### config.mk
export PLATFORM = sky130hd
export DESIGN_NAME = uart_tx_cfg
export DESIGN_NICKNAME = d
export VERILOG_FILES = /design/src/rtl/uart_tx_cfg.sv
export SDC_FILE = /design/constraint.sdc
export NUM_CORES = 1
export LEC_CHECK = 0
export ABC_AREA = 1
export CAP_MARGIN = 10
export CORE_MARGIN = 1.5
export CORE_UTILIZATION = 52
export DETAILED_ROUTE_END_ITERATION = 12
export PLACE_DENSITY = 0.75
export REMOVE_ABC_BUFFERS = 1
export SETUP_SLACK_MARGIN = 0.02
export SKIP_CTS_REPAIR_TIMING = 1
export SYNTH_ARGS = -nofsm -noshare
export SYNTH_HDL_FRONTEND = slang
export SYNTH_SLANG_ARGS = --single-unit
### constraint.sdc
create_clock -name clk -period 1.54 [get_ports clk]
set_input_delay 0.385 -clock clk [delete_from_list [all_inputs] [get_ports clk]]
set_output_delay 0.385 -clock clk [all_outputs]
set_load 0.02 [all_outputs]
### src/rtl/uart_tx_cfg.sv
`timescale 1ns/1ps
// uart_tx_cfg
//
// Configurable UART transmitter. Each accepted request is serialised as
// start bit + PAYLOAD_BITS data bits (LSB first) + optional parity bit +
// STOP_BITS stop bits. Every line bit lasts CLK_HZ/BIT_RATE clock cycles.
//
// Optional feature macro: UART_TX_PARITY_EN
//   defined   -> a parity bit follows the payload
//                (even parity, or odd when PARITY_ODD=1)
//   undefined -> no parity state or logic; PARITY_ODD is ignored
//
// Ports
//   clk        in   system clock
//   resetn     in   asynchronous active-low reset
//   uart_txd   out  serial line, idle high, driven from a register
//   tx_busy    out  high while a frame is in flight
//   tx_enable  in   request to send tx_data (taken only while tx_busy=0)
//   tx_data    in   word to send; only bits [PAYLOAD_BITS-1:0] go on the line
//   tx_done    out  one-cycle pulse on the edge that ends the last stop bit
//
// FSM
//   state   | meaning
//   IDLE    | line high, waiting for tx_enable
//   START   | start bit (line low)
//   DATA    | payload bit r_bit_idx on the line
//   PARITY  | parity bit on the line (UART_TX_PARITY_EN only)
//   STOP    | stop bit r_stop_idx on the line (line high)

module uart_tx_cfg #(
  parameter int BIT_RATE     = 9600,
  parameter int CLK_HZ       = 100000000,
  parameter int PAYLOAD_BITS = 8,
  parameter int STOP_BITS    = 1,
  parameter int PARITY_ODD   = 0
) (
  input  logic       clk,
  input  logic       resetn,
  output logic       uart_txd,
  output logic       tx_busy,
  input  logic       tx_enable,
  input  logic [7:0] tx_data,
  output logic       tx_done
);

  localparam int CYCLES_PER_BIT = CLK_HZ / BIT_RATE;
  // Wide enough for CYCLES_PER_BIT-1 at any bit rate; the floor of 1 only
  // keeps elaboration alive long enough for the configuration check to fire.
  localparam int CNT_W = (CYCLES_PER_BIT >= 2) ? $clog2(CYCLES_PER_BIT) : 1;
  localparam logic [CNT_W-1:0] CNT_RELOAD = CNT_W'(CYCLES_PER_BIT - 1);
  localparam logic [2:0]       LAST_IDX   = 3'(PAYLOAD_BITS - 1);
  localparam logic             LAST_STOP  = 1'(STOP_BITS - 1);

  localparam logic [2:0] S_IDLE   = 3'd0;
  localparam logic [2:0] S_START  = 3'd1;
  localparam logic [2:0] S_DATA   = 3'd2;
`ifdef UART_TX_PARITY_EN
  localparam logic [2:0] S_PARITY = 3'd3;
`endif
  localparam logic [2:0] S_STOP   = 3'd4;

  // Configuration errors stop elaboration with a message.
  if (CYCLES_PER_BIT < 2) begin : g_bad_rate
    $fatal(1, "uart_tx_cfg: CLK_HZ/BIT_RATE must be >= 2");
  end
  if (PAYLOAD_BITS < 5 || PAYLOAD_BITS > 8) begin : g_bad_payload
    $fatal(1, "uart_tx_cfg: PAYLOAD_BITS must be 5..8");
  end
  if (STOP_BITS < 1 || STOP_BITS > 2) begin : g_bad_stop
    $fatal(1, "uart_tx_cfg: STOP_BITS must be 1 or 2");
  end
  if (PARITY_ODD < 0 || PARITY_ODD > 1) begin : g_bad_parity
    $fatal(1, "uart_tx_cfg: PARITY_ODD must be 0 or 1");
  end

  logic [2:0]       r_state;
  logic [CNT_W-1:0] r_cnt;
  logic [2:0]       r_bit_idx;
  logic             r_stop_idx;
  logic [7:0]       r_shift;
  logic             r_txd;
  logic             r_done;
  logic             w_cnt_tc;

`ifdef UART_TX_PARITY_EN
  localparam logic [7:0] PAYLOAD_MASK = 8'((1 << PAYLOAD_BITS) - 1);
  logic r_parity;
  logic w_parity;
  // Parity covers only the transmitted payload bits, never the ignored upper bits.
  assign w_parity = (^(tx_data & PAYLOAD_MASK)) ^ (PARITY_ODD != 0);
`endif

  // Down-counter reaches zero on the last cycle of every line bit.
  assign w_cnt_tc = (r_cnt == '0);

  always_ff @(posedge clk or negedge resetn) begin
    if (!resetn) begin
      r_state    <= S_IDLE;
      r_cnt      <= '0;
      r_bit_idx  <= '0;
      r_stop_idx <= 1'b0;
      r_shift    <= '0;
      r_txd      <= 1'b1;
      r_done     <= 1'b0;
`ifdef UART_TX_PARITY_EN
      r_parity   <= 1'b0;
`endif
    end else begin
      r_done <= 1'b0;
      if (r_state == S_IDLE) begin
        if (tx_enable) begin
          r_state <= S_START;
          r_txd   <= 1'b0;
          r_cnt   <= CNT_RELOAD;
          r_shift <= tx_data;
`ifdef UART_TX_PARITY_EN
          r_parity <= w_parity;
`endif
        end
      end else if (!w_cnt_tc) begin
        r_cnt <= r_cnt - 1'b1;
      end else begin
        // Bit boundary: every line change happens only here.
        r_cnt <= CNT_RELOAD;
        case (r_state)
          S_START: begin
            r_state   <= S_DATA;
            r_bit_idx <= '0;
            r_txd     <= r_shift[0];
            r_shift   <= {1'b0, r_shift[7:1]};
          end
          S_DATA: begin
            if (r_bit_idx == LAST_IDX) begin
`ifdef UART_TX_PARITY_EN
              r_state <= S_PARITY;
              r_txd   <= r_parity;
`else
              r_state    <= S_STOP;
              r_stop_idx <= 1'b0;
              r_txd      <= 1'b1;
`endif
            end else begin
              r_bit_idx <= r_bit_idx + 1'b1;
              r_txd     <= r_shift[0];
              r_shift   <= {1'b0, r_shift[7:1]};
            end
          end
`ifdef UART_TX_PARITY_EN
          S_PARITY: begin
            r_state    <= S_STOP;
            r_stop_idx <= 1'b0;
            r_txd      <= 1'b1;
          end
`endif
          S_STOP: begin
            if (r_stop_idx == LAST_STOP) begin
              r_state <= S_IDLE;
              r_cnt   <= '0;
              r_done  <= 1'b1;
            end else begin
              r_stop_idx <= r_stop_idx + 1'b1;
            end
          end
          default: begin
            r_state <= S_IDLE;
            r_cnt   <= '0;
            r_txd   <= 1'b1;
          end
        endcase
      end
    end
  end

  assign uart_txd = r_txd;
  assign tx_busy  = (r_state != S_IDLE);
  assign tx_done  = r_done;

endmodule

Word level (Yosys, flattened, before mapping):

Index checks and enable logic that the tools add are counted.

* flip-flop bits (word level): 31
* latch bits: 0
* bits in writable memories: 0
* ROM bits: 0
* output and inout bits: 3
* word-level logic and storage cells: 65
* memories kept: 0

* add/subtract/negate cells: 3
* $mul: 0
* div/mod/pow operators: 0
* magnitude comparators: 0
* equality and inequality tests: 11
* shifts and indexed selects: 0
* mux-type cells: 30
* bitwise gates (word level): 1
* reductions and logical operators: 13

Operator list (count)
* 14-bit two-way mux: 4
* 8-bit two-way mux: 4
* 14-bit one-hot mux with 2 select lines: 1
* 3-bit two-way mux: 6
* 8-bit one-hot mux with 2 select lines: 1
* 4-bit AND reduction: 4
* 14-bit zero test: 1
* 14-bit by 1-bit subtractor with 14-bit output, second input constant: 1
* 1-bit two-way mux: 10
* 3-bit != test, second input constant: 3
* 3-bit one-hot mux with 3 select lines: 1
* 2-bit != test, second input constant: 4
* 3-bit equality test, second input constant: 2
* 3-bit one-hot mux with 2 select lines: 1
* 2-bit nonzero test: 3
* 3-bit nonzero test: 2
* 3-bit by 1-bit adder with 3-bit output, second input constant: 1
* 3-bit by 1-bit equality test with 1-bit output, second input constant: 1
* 3-bit by 2-bit equality test with 1-bit output, second input constant: 1
* 3-bit zero test: 1
* 1-bit one-hot mux with 3 select lines: 1
* 3-bit AND reduction: 1
* 1-bit one-hot mux with 2 select lines: 1
* 2-bit OR reduction: 1
* 2 further kinds: 2

Longest topological paths before layout:

* depth after elaboration: 5
* gate-level depth with buffers: 11
* depth with buffers taken out: 10

Worst setup path before layout:

OpenSTA, ideal clock, no wires.

* path kind: register to register
* start point: register r_bit_idx[0]
* end point: register r_shift[7]
* library setup time: 0.118 ns
* arrival time: 1.400 ns
* data required time: 1.422 ns
* setup slack: 0.022 ns
* cell stages (with the launch flop): 9
* clock period less this slack: 1.518 ns
* path through: dfrtp_1 > ha_1 > ha_1 > inv_1 > nand3_1 > nand2_1 > nand3_2 > nand2_1 > nand2_1

* word-level cells in the longest chain between the ends: 3

Ends and longest elaborated chain
* start, declared: line 78 `logic [2:0] r_bit_idx;`
* start signal, assigned: line 143 `r_bit_idx <= r_bit_idx + 1'b1;`
* 3-bit equality test: line 133 `if (r_bit_idx == LAST_IDX) begin`
* 3-bit != test (no source line)
* 4-bit AND reduction (no source line)
* end signal, assigned: line 115 `r_shift <= tx_data;`
* end signal, assigned: line 130 `r_shift <= {1'b0, r_shift[7:1]};`
* end signal, assigned: line 145 `r_shift <= {1'b0, r_shift[7:1]};`
* end, declared: line 80 `logic [7:0] r_shift;`

No other way between the ends.
A chain may end at the register's enable or synchronous reset.

Worst setup path after layout:

* start point: register r_state[0]
* end point: output port tx_busy

* word-level cells in the longest chain between the ends: 1

Ends and longest elaborated chain
* start, declared: line 76 `logic [2:0] r_state;`
* start signal, assigned: line 98 `r_state <= S_IDLE;`
* start signal, assigned: line 112 `r_state <= S_START;`
* start signal, assigned: line 127 `r_state <= S_DATA;`
* 3-bit nonzero test: line 175 `assign tx_busy = (r_state != S_IDLE);`
* end, declared: line 40 `output logic tx_busy,`

No other way between the ends.

==> impl_results.md <==
- Outcome: finished, violations left
- Failing checks: setup timing
- Routability cong.: 0.859
- Fin crit period: 1.61 ns
- Initial DRC Count: 88
- Worst-margin pin slew: 0.355 ns
- Hold_ws: 0.398 ns
- Unrepaired setup endpoints after global routing: yes
- TritonCTS clock tree: built
- Clk pin slew, worst setup/hold paths: 0.10 ns
- Clock Path Buffers: 2
- HPWL Detailed: 2830 µm
- Layout Cells excl Fill: 341
- All-Layer GR Usage: 22.7%
- Synthesized flop and latch total: 30
- Fin. Hold Viols: 0
- Vias after detailed routing: 1,710
- Final worst-path cycle share: 104%
- Worst hold path type: input port to async pin
- Placed cells: 329
- WL final: 3930 µm
- CTS Sinks: 30
- Net count, final: 308
- Max-cap violation count: 0
- Synth top area cells: dfrtp_1 (40%), nand2_1 (19%), inv_1 (6.4%)
- Crit path DAT: 1.22 ns
- Largest net degree at the start of global routing: 31
- Crit Path Max Fanout: 4
- DRT Pass-1 Iters: 5
- Global route overflow: 0
- R2R Setup Slk: -0.01 ns
- Synthesis Warnings: 0
- CP Class: flip-flop to output port
- Die ar.: 0.00385 mm²
- Netlist Area Pre-Place: 0.00181 mm²
- Peak VDD IR: 423 µV
- Post-synthesis sequential area ratio: 41.5%
- Final worst setup slack: -0.0664 ns
- First-pass GRT wire length: 6340 µm
- Vias in the first global route: 1,471
- Htree depth: 2
- Fmax: 623 MHz
- Total CTS buffers: 5
- Mean Syn Cell Area: 7.19 µm²
- Core area: 0.00334 mm²
- Leakage: 0.00127 µW
- Synth area leader: dfrtp_1
- Placed instance area: 0.00214 mm²
- Boundary Pins: 14
- Vias/cell: 5.01
- Routed Antenna Nets: 0
- Port-buffer cells: 13
- Die width: 62.0 µm
- Die height: 62.0 µm
- Worst slew margin relative to its limit: 76.3%
- Reg2Reg Depth: 6
- Initial core utilization: 54.3%
- Initial antenna violation count: 0
- Design Area, Final: 0.00234 mm²
- DR DRC count: 0
- Critical path launch point type: flip-flop
- Pre-CTS WS: -0.128 ns
- Share of cells above drive strength 1: 22.0%
- Routed wire per std cell: 11.5 µm
- Post-Syn Instances: 252
- Worst EP required: 1.15 ns
- Worst clock skew: 0.00481 ns
- Cell Pwr Density: 924 mW/mm²
- Clock root cell: clkbuf_4
- Slew Limit Fails: 0
- Top-area cell type share of the netlist area: 40.0%
- Worst-Skew Late Latency: 0.34 ns
- Row cnt: 21
- Antenna Diode Count: 0
- Yosys cell types: 25
- Final setup fails: 2
- Syn-to-layout area delta: 29.1%
- Critical Path End Type: output port
-- path summary, 6_finish.rpt --
| check | start | endpoint |
|---|---|---|
| worst min-delay path | resetn | r_cnt[1] |
| max in group asynchronous | resetn | uart_txd |
| worst max-delay path | r_state[0] | tx_busy |
| min in group clk | r_shift[7] | r_shift[7] |
| worst min register to register | r_shift[7] | r_shift[7] |
| worst max register to register | r_state[0] | r_shift[4] |
-- metrics by stage --
stage,setup TNS [ns],total power [µW],util (%)
2_1_floorplan,-2.58,1390,-
3_3_place_gp,-1.34,1530,64.1
3_5_place_dp,-2.12,1540,64.1
4_1_cts,-1.37,2050,65.9
5_1_grt,-0.879,2310,70.2
6_report,-0.0744,2160,70.2
-- synthesized netlist by cell type, drive strengths merged --
| cell | n |
|---|---|
| o21ai | 7 |
| nand2 | 97 |
| nor2 | 31 |
| clkinv | 1 |
| nand4 | 10 |
| nand3 | 19 |
| o22ai | 3 |
| buf | 6 |
| ha | 3 |
| xor2 | 5 |
| dfstp | 1 |
| a21oi | 7 |
| dfrtp | 29 |
| or2 | 2 |
| inv | 31 |
-- area by class of cell --
type / count / area [µm²]
clock buffers: 7 / 55.1
clock inverters: 1 / 5.00
fillers: 291 / 996
inverters: 32 / 120
multi-input cells: 184 / 982
flip-flops and latches: 30 / 753
well taps: 46 / 57.6
repair buffers: 41 / 368
-- layout by cell type (no fill, tap or decap), types with 4 or more instances in the layout --
master	synthesis	routed
nand2_1	92	89
inv_1	31	29
dfrtp_1	29	28
buf_4	2	23
nor2_1	25	21
nand3_1	18	16
nand4_1	10	10
clkdlybuf4s50_1	0	10
a21oi_1	7	6
nor2_2	4	5
nand2_4	3	5
xor2_1	5	5
clkbuf_4	0	5
nor2_4	1	4
o21ai_0	5	4
buf_6	3	4
-- power breakdown --
part / switching [µW] / leakage, µW / total, µW / internal [µW]
registers: 127 / 0.000365 / 1020 / 896
logic: 335 / 0.000871 / 626 / 291
clock network: 292 / 0.0000353 / 513 / 221
-- registers in the layout, summed over array words and instances, names as in the netlist --
name       cells
r_state        3
r_bit_idx      3
tx_done        1
r_cnt         14
r_shift        8
uart_txd       1
-- logic make-up (layout without fill, tap and decap cells) --
kind of cell             count (synthesis)  in the layout  share of synthesized area (%)
buffers and inverters                   38             81                           9.59
AO/OA/AOI/OAI                           17             17                           4.90
adder cells (fa/ha/maj)                  3              3                           2.07
AND/OR/NAND/NOR                        159            159                           39.5
flip-flops                              30             30                           41.5
XOR/XNOR                                 5              5                           2.42
-- per-layer routing --
metal | up-vias | global-route usage [%] | wire [µm]
met5 | - | 0 | 0
met4 | 0 | 9.73 | 70
met3 | 7 | 5.59 | 148
met2 | 39 | 36.5 | 1930
met1 | 782 | 28.9 | 1780
li1 | 882 | - | -
-- critical path: stages (launching register included) --
cell            delay (ns)
dfrtp_1               0.41
nor2_2                0.16
nand2_2               0.10
dlymetal6s2s_1        0.22
No activity file was read; power rests on OpenSTA's default activity.
